File: src/rtl/led_fade_trail_if.sv
// Chaser-to-LED bus: head position and brightness in, PWM drive and status out.
interface led_fade_trail_if #(
    parameter int NUM_LEDS = 6,
    parameter int PWM_BITS = 8
);
    logic                enable;
    logic [NUM_LEDS-1:0] pos_in;
    logic [PWM_BITS-1:0] global_bright;
    logic [NUM_LEDS-1:0] led_out;
    logic                frame_sync;
    logic                pos_err;

    modport master (output enable, pos_in, global_bright,
                    input  led_out, frame_sync, pos_err);
    modport slave  (input  enable, pos_in, global_bright,
                    output led_out, frame_sync, pos_err);
endinterface

File: src/rtl/led_fade_trail.sv
// Per-LED PWM with a geometric fade behind the chaser head.
// Levels only move on frame boundaries so a PWM frame never sees a mid-frame level change.
module led_fade_lane #(
    parameter int PWM_BITS    = 8,
    parameter int DECAY_SHIFT = 1
) (
    input  logic                clk,
    input  logic                reset,
    input  logic                enable_i,
    input  logic                boundary_i,
    input  logic                decay_i,
    input  logic                head_i,
    input  logic [PWM_BITS-1:0] bright_i,
    input  logic [PWM_BITS-1:0] pwm_cnt_i,
    output logic                led_o
);
    logic [PWM_BITS-1:0] lvl_q, lvl_d;
    logic                led_q, led_d;

    always_comb begin
        lvl_d = lvl_q;
        if (boundary_i) begin
            if (head_i)       lvl_d = bright_i;
            else if (decay_i) lvl_d = lvl_q >> DECAY_SHIFT;
        end
        led_d = enable_i && (pwm_cnt_i < lvl_q);
    end

    always_ff @(posedge clk) begin
        if (reset) begin
            lvl_q <= '0;
            led_q <= 1'b0;
        end else begin
            lvl_q <= lvl_d;
            led_q <= led_d;
        end
    end

    assign led_o = led_q;
endmodule

module led_fade_trail #(
    parameter int NUM_LEDS     = 6,
    parameter int PWM_BITS     = 8,
    parameter int DECAY_FRAMES = 16,
    parameter int DECAY_SHIFT  = 1
) (
    input  logic             clk,
    input  logic             reset,
    led_fade_trail_if.slave  bus
);
    localparam int FC_W = (DECAY_FRAMES > 1) ? $clog2(DECAY_FRAMES) : 1;

    logic [PWM_BITS-1:0] pwm_cnt_q, pwm_cnt_d;
    logic [FC_W-1:0]     frame_cnt_q, frame_cnt_d;
    logic                frame_sync_q, frame_sync_d;
    logic                pos_err_q, pos_err_d;
    logic                boundary, decay_now, multi_hot;
    logic [NUM_LEDS-1:0] led_w;

    always_comb begin
        boundary     = bus.enable && (pwm_cnt_q == '1);
        decay_now    = (frame_cnt_q == FC_W'(DECAY_FRAMES - 1));
        // x & (x-1) clears the lowest set bit; anything left means two or more heads
        multi_hot    = (bus.pos_in & (bus.pos_in - NUM_LEDS'(1))) != '0;
        pwm_cnt_d    = bus.enable ? pwm_cnt_q + PWM_BITS'(1) : pwm_cnt_q;
        frame_cnt_d  = frame_cnt_q;
        if (boundary) frame_cnt_d = decay_now ? '0 : frame_cnt_q + FC_W'(1);
        frame_sync_d = boundary;
        pos_err_d    = pos_err_q || (boundary && multi_hot);
    end

    always_ff @(posedge clk) begin
        if (reset) begin
            pwm_cnt_q    <= '0;
            frame_cnt_q  <= '0;
            frame_sync_q <= 1'b0;
            pos_err_q    <= 1'b0;
        end else begin
            pwm_cnt_q    <= pwm_cnt_d;
            frame_cnt_q  <= frame_cnt_d;
            frame_sync_q <= frame_sync_d;
            pos_err_q    <= pos_err_d;
        end
    end

    for (genvar i = 0; i < NUM_LEDS; i++) begin : g_lane
        led_fade_lane #(
            .PWM_BITS    (PWM_BITS),
            .DECAY_SHIFT (DECAY_SHIFT)
        ) u_lane (
            .clk        (clk),
            .reset      (reset),
            .enable_i   (bus.enable),
            .boundary_i (boundary),
            .decay_i    (decay_now),
            .head_i     (bus.pos_in[i]),
            .bright_i   (bus.global_bright),
            .pwm_cnt_i  (pwm_cnt_q),
            .led_o      (led_w[i])
        );
    end

    assign bus.led_out    = led_w;
    assign bus.frame_sync = frame_sync_q;
    assign bus.pos_err    = pos_err_q;
endmodule

File: src/flat_wrapper.sv
// flat-port wrapper written by rule: the top's interface ports become plain ports
module led_fade_trail_flat 
#(
    parameter int NUM_LEDS     = 6,
    parameter int PWM_BITS     = 8,
    parameter int DECAY_FRAMES = 16,
    parameter int DECAY_SHIFT  = 1
)
  (clk, reset, bus_enable, bus_pos_in, bus_global_bright, bus_led_out, bus_frame_sync, bus_pos_err);
  led_fade_trail_if #(.NUM_LEDS(NUM_LEDS), .PWM_BITS(PWM_BITS)) bus_i ();
  input  logic clk;
  input  logic reset;
  input wire logic [$bits(bus_i.enable)-1:0] bus_enable;
  input wire logic [$bits(bus_i.pos_in)-1:0] bus_pos_in;
  input wire logic [$bits(bus_i.global_bright)-1:0] bus_global_bright;
  output wire logic [$bits(bus_i.led_out)-1:0] bus_led_out;
  output wire logic [$bits(bus_i.frame_sync)-1:0] bus_frame_sync;
  output wire logic [$bits(bus_i.pos_err)-1:0] bus_pos_err;
  assign bus_i.enable = bus_enable;
  assign bus_i.pos_in = bus_pos_in;
  assign bus_i.global_bright = bus_global_bright;
  assign bus_led_out = bus_i.led_out;
  assign bus_frame_sync = bus_i.frame_sync;
  assign bus_pos_err = bus_i.pos_err;
  led_fade_trail #(.NUM_LEDS(NUM_LEDS), .PWM_BITS(PWM_BITS), .DECAY_FRAMES(DECAY_FRAMES), .DECAY_SHIFT(DECAY_SHIFT)) u_core (.clk(clk), .reset(reset), .bus(bus_i));
endmodule
File: config.mk
export PLATFORM = sky130hd
export DESIGN_NAME = led_fade_trail_flat
export DESIGN_NICKNAME = d
export VERILOG_FILES = /design/src/rtl/led_fade_trail_if.sv /design/src/rtl/led_fade_trail.sv /design/src/flat_wrapper.sv
export SDC_FILE = /design/constraint.sdc
export NUM_CORES = 1
export LEC_CHECK = 0
export BUFFER_PORTS_ARGS = -buffer_cell sky130_fd_sc_hd__buf_2
export CORE_ASPECT_RATIO = 0.8
export CORE_MARGIN = 1.5
export CORE_UTILIZATION = 65
export DETAILED_ROUTE_END_ITERATION = 8
export PLACE_DENSITY = 0.94
export REMOVE_ABC_BUFFERS = 1
export SETUP_SLACK_MARGIN = 0.5
export SYNTH_ARGS = -nofsm -noshare
export SYNTH_HDL_FRONTEND = slang
export SYNTH_SLANG_ARGS = --single-unit
File: constraint.sdc
create_clock -name clk -period 4.3 [get_ports clk]
set_clock_uncertainty 0.1 [all_clocks]
set_input_delay 0.86 -clock clk [delete_from_list [all_inputs] [get_ports clk]]
set_output_delay 0.86 -clock clk [all_outputs]
set_load 0.01 [all_outputs]
==> metrics.yaml, run 1 <==
die:
  std_cell_rows: 26
  die_h_um: 75.6
  initial_core_util: 0.671
  io_pins: 25
  core_region_area_um2: 6380
  die_w_um: 93.7
  die_area_um2: 7080
logic_synthesis:
  synth_cells: 450
  synth_warnings: 0
  synth_cell_types: 32
  synth_area_um2: 4280
  yosysSeqAreaShare: 0.318
  yosysTopAreaCellShare: 0.318
  synthArstFlopShare: 0
  ys_seq_elements: 68
  synth.most_common_cell: "dfxtp_1"
  synth_area_leader_cell: "dfxtp_1"
  synth.area.top_cells: "dfxtp_1, ha_1, mux2i_1"
  synth-edff-count: 0
  syn_avg_cell_area_um2: 9.51
  synth_ff_type: "dfxtp_1"
  synthTopCellsByCount: "dfxtp_1, nor2_1, ha_1"
timing:
  timing.final.crit_share: 0.571
  tns_ns: 0
  period_needed_ns: 2.46
  worst_pin_slew_ns: 0.769
  grt_setup_unrepaired: "no"
  hold_violations: 0
  final.setup.worst_slack_ns: 1.84
  setup_viol: 0
  fmax_mhz: 407
  slew_violations: 0
  relSlewSlack: 0.488
critical_path:
  crit_family: "simple AND/OR/NAND/NOR gates"
  path_class: "flop to flop"
  critPathMaxFanout: 14
  start_kind: "flop"
  arrival_ns: 2.61
  path_cells: "ha_1, nand4_4, nor3_4, nor2_1, a211oi_1"
  critPathMaxStageDelay_ns: 0.66
  r2r-start: "u_core.pwm_cnt_q[1]"
  regToRegSetupSlack_ns: 1.84
  crit_slowest_cell: "dfxtp_1"
  required_ns: 4.45
  reg2reg_depth: 5
  endpoint_kind: "flop"
  r2r_end: "u_core.g_lane[3].u_lane.lvl_q[1]"
  crit_buf_inv: 0
grt:
  grtUsageTotal: 0.298
  overflow: 0
  antenna_found_initial: 0
  grt_pass1_wl_um: 15800
  grt_max_degree: 63
  grt_pass1_vias: 3248
cts:
  cts_buffers: 9
  cts.sinks: 68
  cts-root-buf: "clkbuf_8"
  clkTransAtPathRegs_ns: 0.07
  ctsResizeCount: 0
  postCtsHoldBufs: 0
  worstSkewPairLatency_ns: 0.35
  clock_path_buffers: 2
  cts_tree: "built"
  cts_setup_buffers: 0
  cts_max_level: 3
worst_hold_path:
  hold_class: "flop to flop"
  min_from: "u_core.g_lane[3].u_lane.lvl_q[7]"
  worstHoldPathCells: 2
  hold_end: "u_core.g_lane[3].u_lane.lvl_q[7]"
cells_and_area:
  antennaDiodeCount: 0
  syn_to_final_growth_pct: 2.92
  nets: 517
  nFillCells: 511
  drive_gt1_frac: 0.150
placed_design:
  port_buffers: 24
  place_congestion: 0.965
  dp_slack_ns: 1.83
  hpwl_um: 6610
power_and_ir_drop:
  power_density_nw_per_um2: 282
  ir_worst_vdd_mv: 0.206
  power.leakage_nw: 1.64
detailed_routing:
  ant_nets: 0
  vias_per_cell: 6.28
  vias: 3422
  drc: 0
  firstDrtPassIters: 5
  wirelength_um: 9720
  drtIter0Drc: 324
  wire_per_inst_um: 17.8
job:
  cap_violations: 0
status:
  outcome: "completed"
[area by class of cell]
class | instances | area [um2] | area share
repair buffers | 25 | 128 | 0.0290
clock buffers | 12 | 165 | 0.0375
inverters | 43 | 161 | 0.0366
clock inverters | 4 | 22.5 | 0.00511
flip-flops and latches | 68 | 1360 | 0.309
well taps | 84 | 105 | 0.0239
multi-input cells | 309 | 2460 | 0.559
[registers in the layout (all words and copies together), names as in the netlist]
| signal | flops |
|---|---|
| u_core.bus.frame_sync | 1 |
| u_core.frame_cnt_q | 4 |
| u_core.pwm_cnt_q | 8 |
| u_core.g_lane.u_lane.lvl_q | 48 |
| u_core.bus.pos_err | 1 |
| u_core.g_lane.u_lane.led_o | 6 |
[stage by stage]
stage | power, mW | std cells | cell area, um2 | hold WS, ns | utilization
2_1_floorplan | 0.700 | 420 | 3980 | 0.355 | -
3_3_place_gp | 0.751 | 529 | 4220 | 0.371 | 0.661
3_5_place_dp | 0.756 | 529 | 4220 | 0.386 | 0.661
4_1_cts | 1.25 | 545 | 4400 | 0.397 | 0.691
5_1_grt | 1.28 | 545 | 4400 | 0.429 | 0.691
6_report | 1.24 | 545 | 4400 | 0.403 | 0.691
[cells in the final DEF, fill, tap and decap left out, types with 2 or more instances in the layout]
cell      instances
nand2_1           7
ha_1             44
clkinv_2          3
a211oi_2         18
a31oi_1           8
inv_1            43
a211oi_1         36
nor2_1           55
a41oi_1           6
nand2b_1         13
dfxtp_1          68
a21oi_1          12
nand3_1          12
clkbuf_8         12
xnor2_1           3
o21ai_0          25
nand4_4           2
a211o_1           6
buf_2            24
xor2_1            5
mux2i_1          43
nor3_4            6
and4_1            2
[logic make-up after synthesis]
logic type	share of synthesized area
xor+xnor	0.0164
compound gates	0.197
buf+inv	0.107
flops	0.318
fa+ha+maj	0.129
mux	0.101
simple gates	0.132
[how the worst max path moves through the flow]
stage / start / endpoint / depth (start not counted)
2_1_floorplan: bus_enable / u_core.g_lane[1].u_lane.lvl_q[4] / 4
3_3_place_gp: bus_enable / u_core.g_lane[2].u_lane.lvl_q[1] / 5
3_5_place_dp: bus_enable / u_core.g_lane[3].u_lane.lvl_q[1] / 5
4_1_cts: u_core.pwm_cnt_q[1] / u_core.g_lane[3].u_lane.lvl_q[1] / 5
5_1_grt: u_core.pwm_cnt_q[1] / u_core.g_lane[1].u_lane.lvl_q[2] / 5
6_report: u_core.pwm_cnt_q[1] / u_core.g_lane[3].u_lane.lvl_q[1] / 5
[per-layer routing]
layer	track usage	vias to the layer above	wire (um)	part of all wire
li1	-	1631	-	-
met5	0	-	0	0
met4	0.123	0	253	0.026
met3	0.0729	31	742	0.076
met1	0.383	1623	4260	0.44
met2	0.487	137	4460	0.46
[report_power, final]
group          switching [mW]  leakage, nW  total, mW  internal, mW
clock network           0.244       0.0982      0.498         0.253
registers             0.00812        0.548      0.641         0.633
logic                  0.0638        0.993      0.103        0.0389
[worst register-to-register path, stage by stage (launching register included)]
cell and delay [ns]:
dfxtp_1 0.66, ha_1 0.34, nand4_4 0.29, nor3_4 0.61
nor2_1 0.11, a211oi_1 0.25
No activity file was read; power rests on OpenSTA's default activity.
==> inputs of run 2 (changes only) <==
CORE_UTILIZATION = 61   (was 65)
PLACE_DENSITY = 0.9   (was 0.94)
clock period = 2.5 ns   (was 4.3 ns; I/O delays follow)
==> run 2 against run 1 <==
Worst hold slack got worse by 0.00056 ns. First-iteration DRC count decreased by 2.5%. Register-to-register slack got worse by 1.2 ns. Core utilization decreased by 1.2 points. Clock power increased by 52%. Clock-buffer cell count unchanged. Die area increased by 6.3%. Critical path depth unchanged. Global-route usage decreased by 0.79 points. Highest routed layer unchanged.
==> metrics.yaml, run 2 (synthesized netlist as in run 1, its figures left out) <==
worst_hold_path:
  min_from: "u_core.g_lane[2].u_lane.lvl_q[7]"
  hold_end: "u_core.g_lane[2].u_lane.lvl_q[7]"
  worstHoldPathCells: 2
  hold_class: "flop to flop"
cells_and_area:
  nFillCells: 525
  antennaDiodeCount: 0
  largest_reg_flops: 48
  final_cell_mix: "dfxtp_1, nor2_1, inv_1, mux2i_1, ha_1"
  syn_to_final_growth_pct: 8.25
  final_util: 0.679
  nets: 540
  drive_gt1_frac: 0.188
  final_common_cell: "dfxtp_1"
  top_register: "u_core.g_lane.u_lane.lvl_q"
  fin_area_um2: 4630
job:
  cap_violations: 0
grt:
  grtUsageTotal: 0.290
  overflow: 0
  grt_pass1_vias: 3498
  grt_pass1_wl_um: 17000
  grt_max_degree: 63
  antenna_found_initial: 0
die:
  die_h_um: 77.9
  std_cell_rows: 27
  core_region_area_um2: 6820
  initial_core_util: 0.627
  die_area_um2: 7530
  die_w_um: 96.6
  io_pins: 25
timing:
  hold_slack_ns: 0.403
  final.setup.worst_slack_ns: 0.648
  tns_ns: 0
  slew_violations: 0
  relSlewSlack: 0.492
  setup_viol: 0
  period_needed_ns: 1.85
  timing.final.crit_share: 0.741
  grt_setup_unrepaired: "yes"
  worst_pin_slew_ns: 0.761
  hold_violations: 0
  fmax_mhz: 540
placed_design:
  port_buffers: 24
  hpwl_um: 6890
  dp_slack_ns: 0.282
  place_congestion: 0.913
  placed_area_um2: 4280
power_and_ir_drop:
  power_density_nw_per_um2: 440
  ir_worst_vdd_mv: 0.417
  power.leakage_nw: 1.77
detailed_routing:
  wire_per_inst_um: 18.2
  vias: 3538
  drtIter0Drc: 316
  firstDrtPassIters: 5
  wirelength_um: 10400
  ant_nets: 0
  drc: 0
  vias_per_cell: 6.21
cts:
  clkTransAtPathRegs_ns: 0.07
  cts_buffers: 9
  cts-root-buf: "clkbuf_8"
  cts_tree: "built"
  worstSkewPairLatency_ns: 0.36
  clock_path_buffers: 2
  cts.sinks: 68
  cts_max_level: 3
critical_path:
  critPathMaxFanout: 9
  regToRegSetupSlack_ns: 0.65
  start_kind: "flop"
  r2r_end: "u_core.g_lane[0].u_lane.lvl_q[7]"
  path_cells: "ha_1, and4_2, nand3_2, o21ai_0, a21oi_1"
  endpoint_kind: "flop"
  required_ns: 2.61
  reg2reg_depth: 5
  arrival_ns: 1.96
  crit_slowest_cell: "dfxtp_2"
  r2r-start: "u_core.pwm_cnt_q[0]"
  crit_family: "simple AND/OR/NAND/NOR gates"
  crit_buf_inv: 0
  path_class: "flop to flop"
  critPathMaxStageDelay_ns: 0.43
status:
  outcome: "completed"
run 2: power by group:
group	internal, mW	switching (mW)
Combinational	0.0691	0.116
Clock	0.350	0.405
Sequential	1.09	0.00687
run 2: what timing repair did:
item,4_1_cts,5_1_grt
hold buffers,0,0
endpoints found under the setup margin,48,52
setup buffers,14,1
hold endpoints to repair,0,0
pin swaps,6,1
resized for setup,2,3
run 2: worst max path at each step:
stage / start / end / slack, ns / depth (start not counted)
floorplan: u_core.pwm_cnt_q[1] / u_core.g_lane[1].u_lane.lvl_q[4] / 0.62 / 5
global placement: u_core.pwm_cnt_q[0] / u_core.g_lane[4].u_lane.lvl_q[6] / 0.43 / 5
detailed placement: u_core.pwm_cnt_q[0] / u_core.g_lane[4].u_lane.lvl_q[2] / 0.28 / 5
CTS: u_core.pwm_cnt_q[0] / u_core.g_lane[5].u_lane.lvl_q[1] / 0.49 / 6
global route: u_core.frame_cnt_q[0] / u_core.g_lane[0].u_lane.lvl_q[3] / 0.50 / 6
finish: u_core.pwm_cnt_q[0] / u_core.g_lane[0].u_lane.lvl_q[7] / 0.65 / 5
run 2: layout make-up:
type / instances / area (um2) / area share
multi-input cells: 309 / 2470 / 0.534
repair buffers: 48 / 375 / 0.0810
clock inverters: 3 / 15.0 / 0.00324
flip-flops and latches: 68 / 1360 / 0.294
clock buffers: 12 / 135 / 0.0292
well taps: 87 / 109 / 0.0235
inverters: 43 / 161 / 0.0348
run 2: worst reg2reg max path, stage by stage (launching register included):
cell     delay (ns)
dfxtp_2        0.43
ha_1           0.26
and4_2         0.35
nand3_2        0.24
o21ai_0        0.25
a21oi_1        0.08
run 2: per-stage QoR:
stage | total power, mW | std cells
global route | 2.11 | 570
floorplan | 1.20 | 420
finish | 2.04 | 570
CTS | 2.05 | 569
global placement | 1.30 | 540
detailed placement | 1.30 | 540
run 2: per-layer routing:
metal	wire [um]	part of all wire	global-route usage	vias up
li1	-	-	-	1667
met1	4430	0.43	0.366	1687
met2	4820	0.46	0.473	159
met3	860	0.083	0.0865	25
met4	262	0.025	0.101	0
met5	0	0	0	-
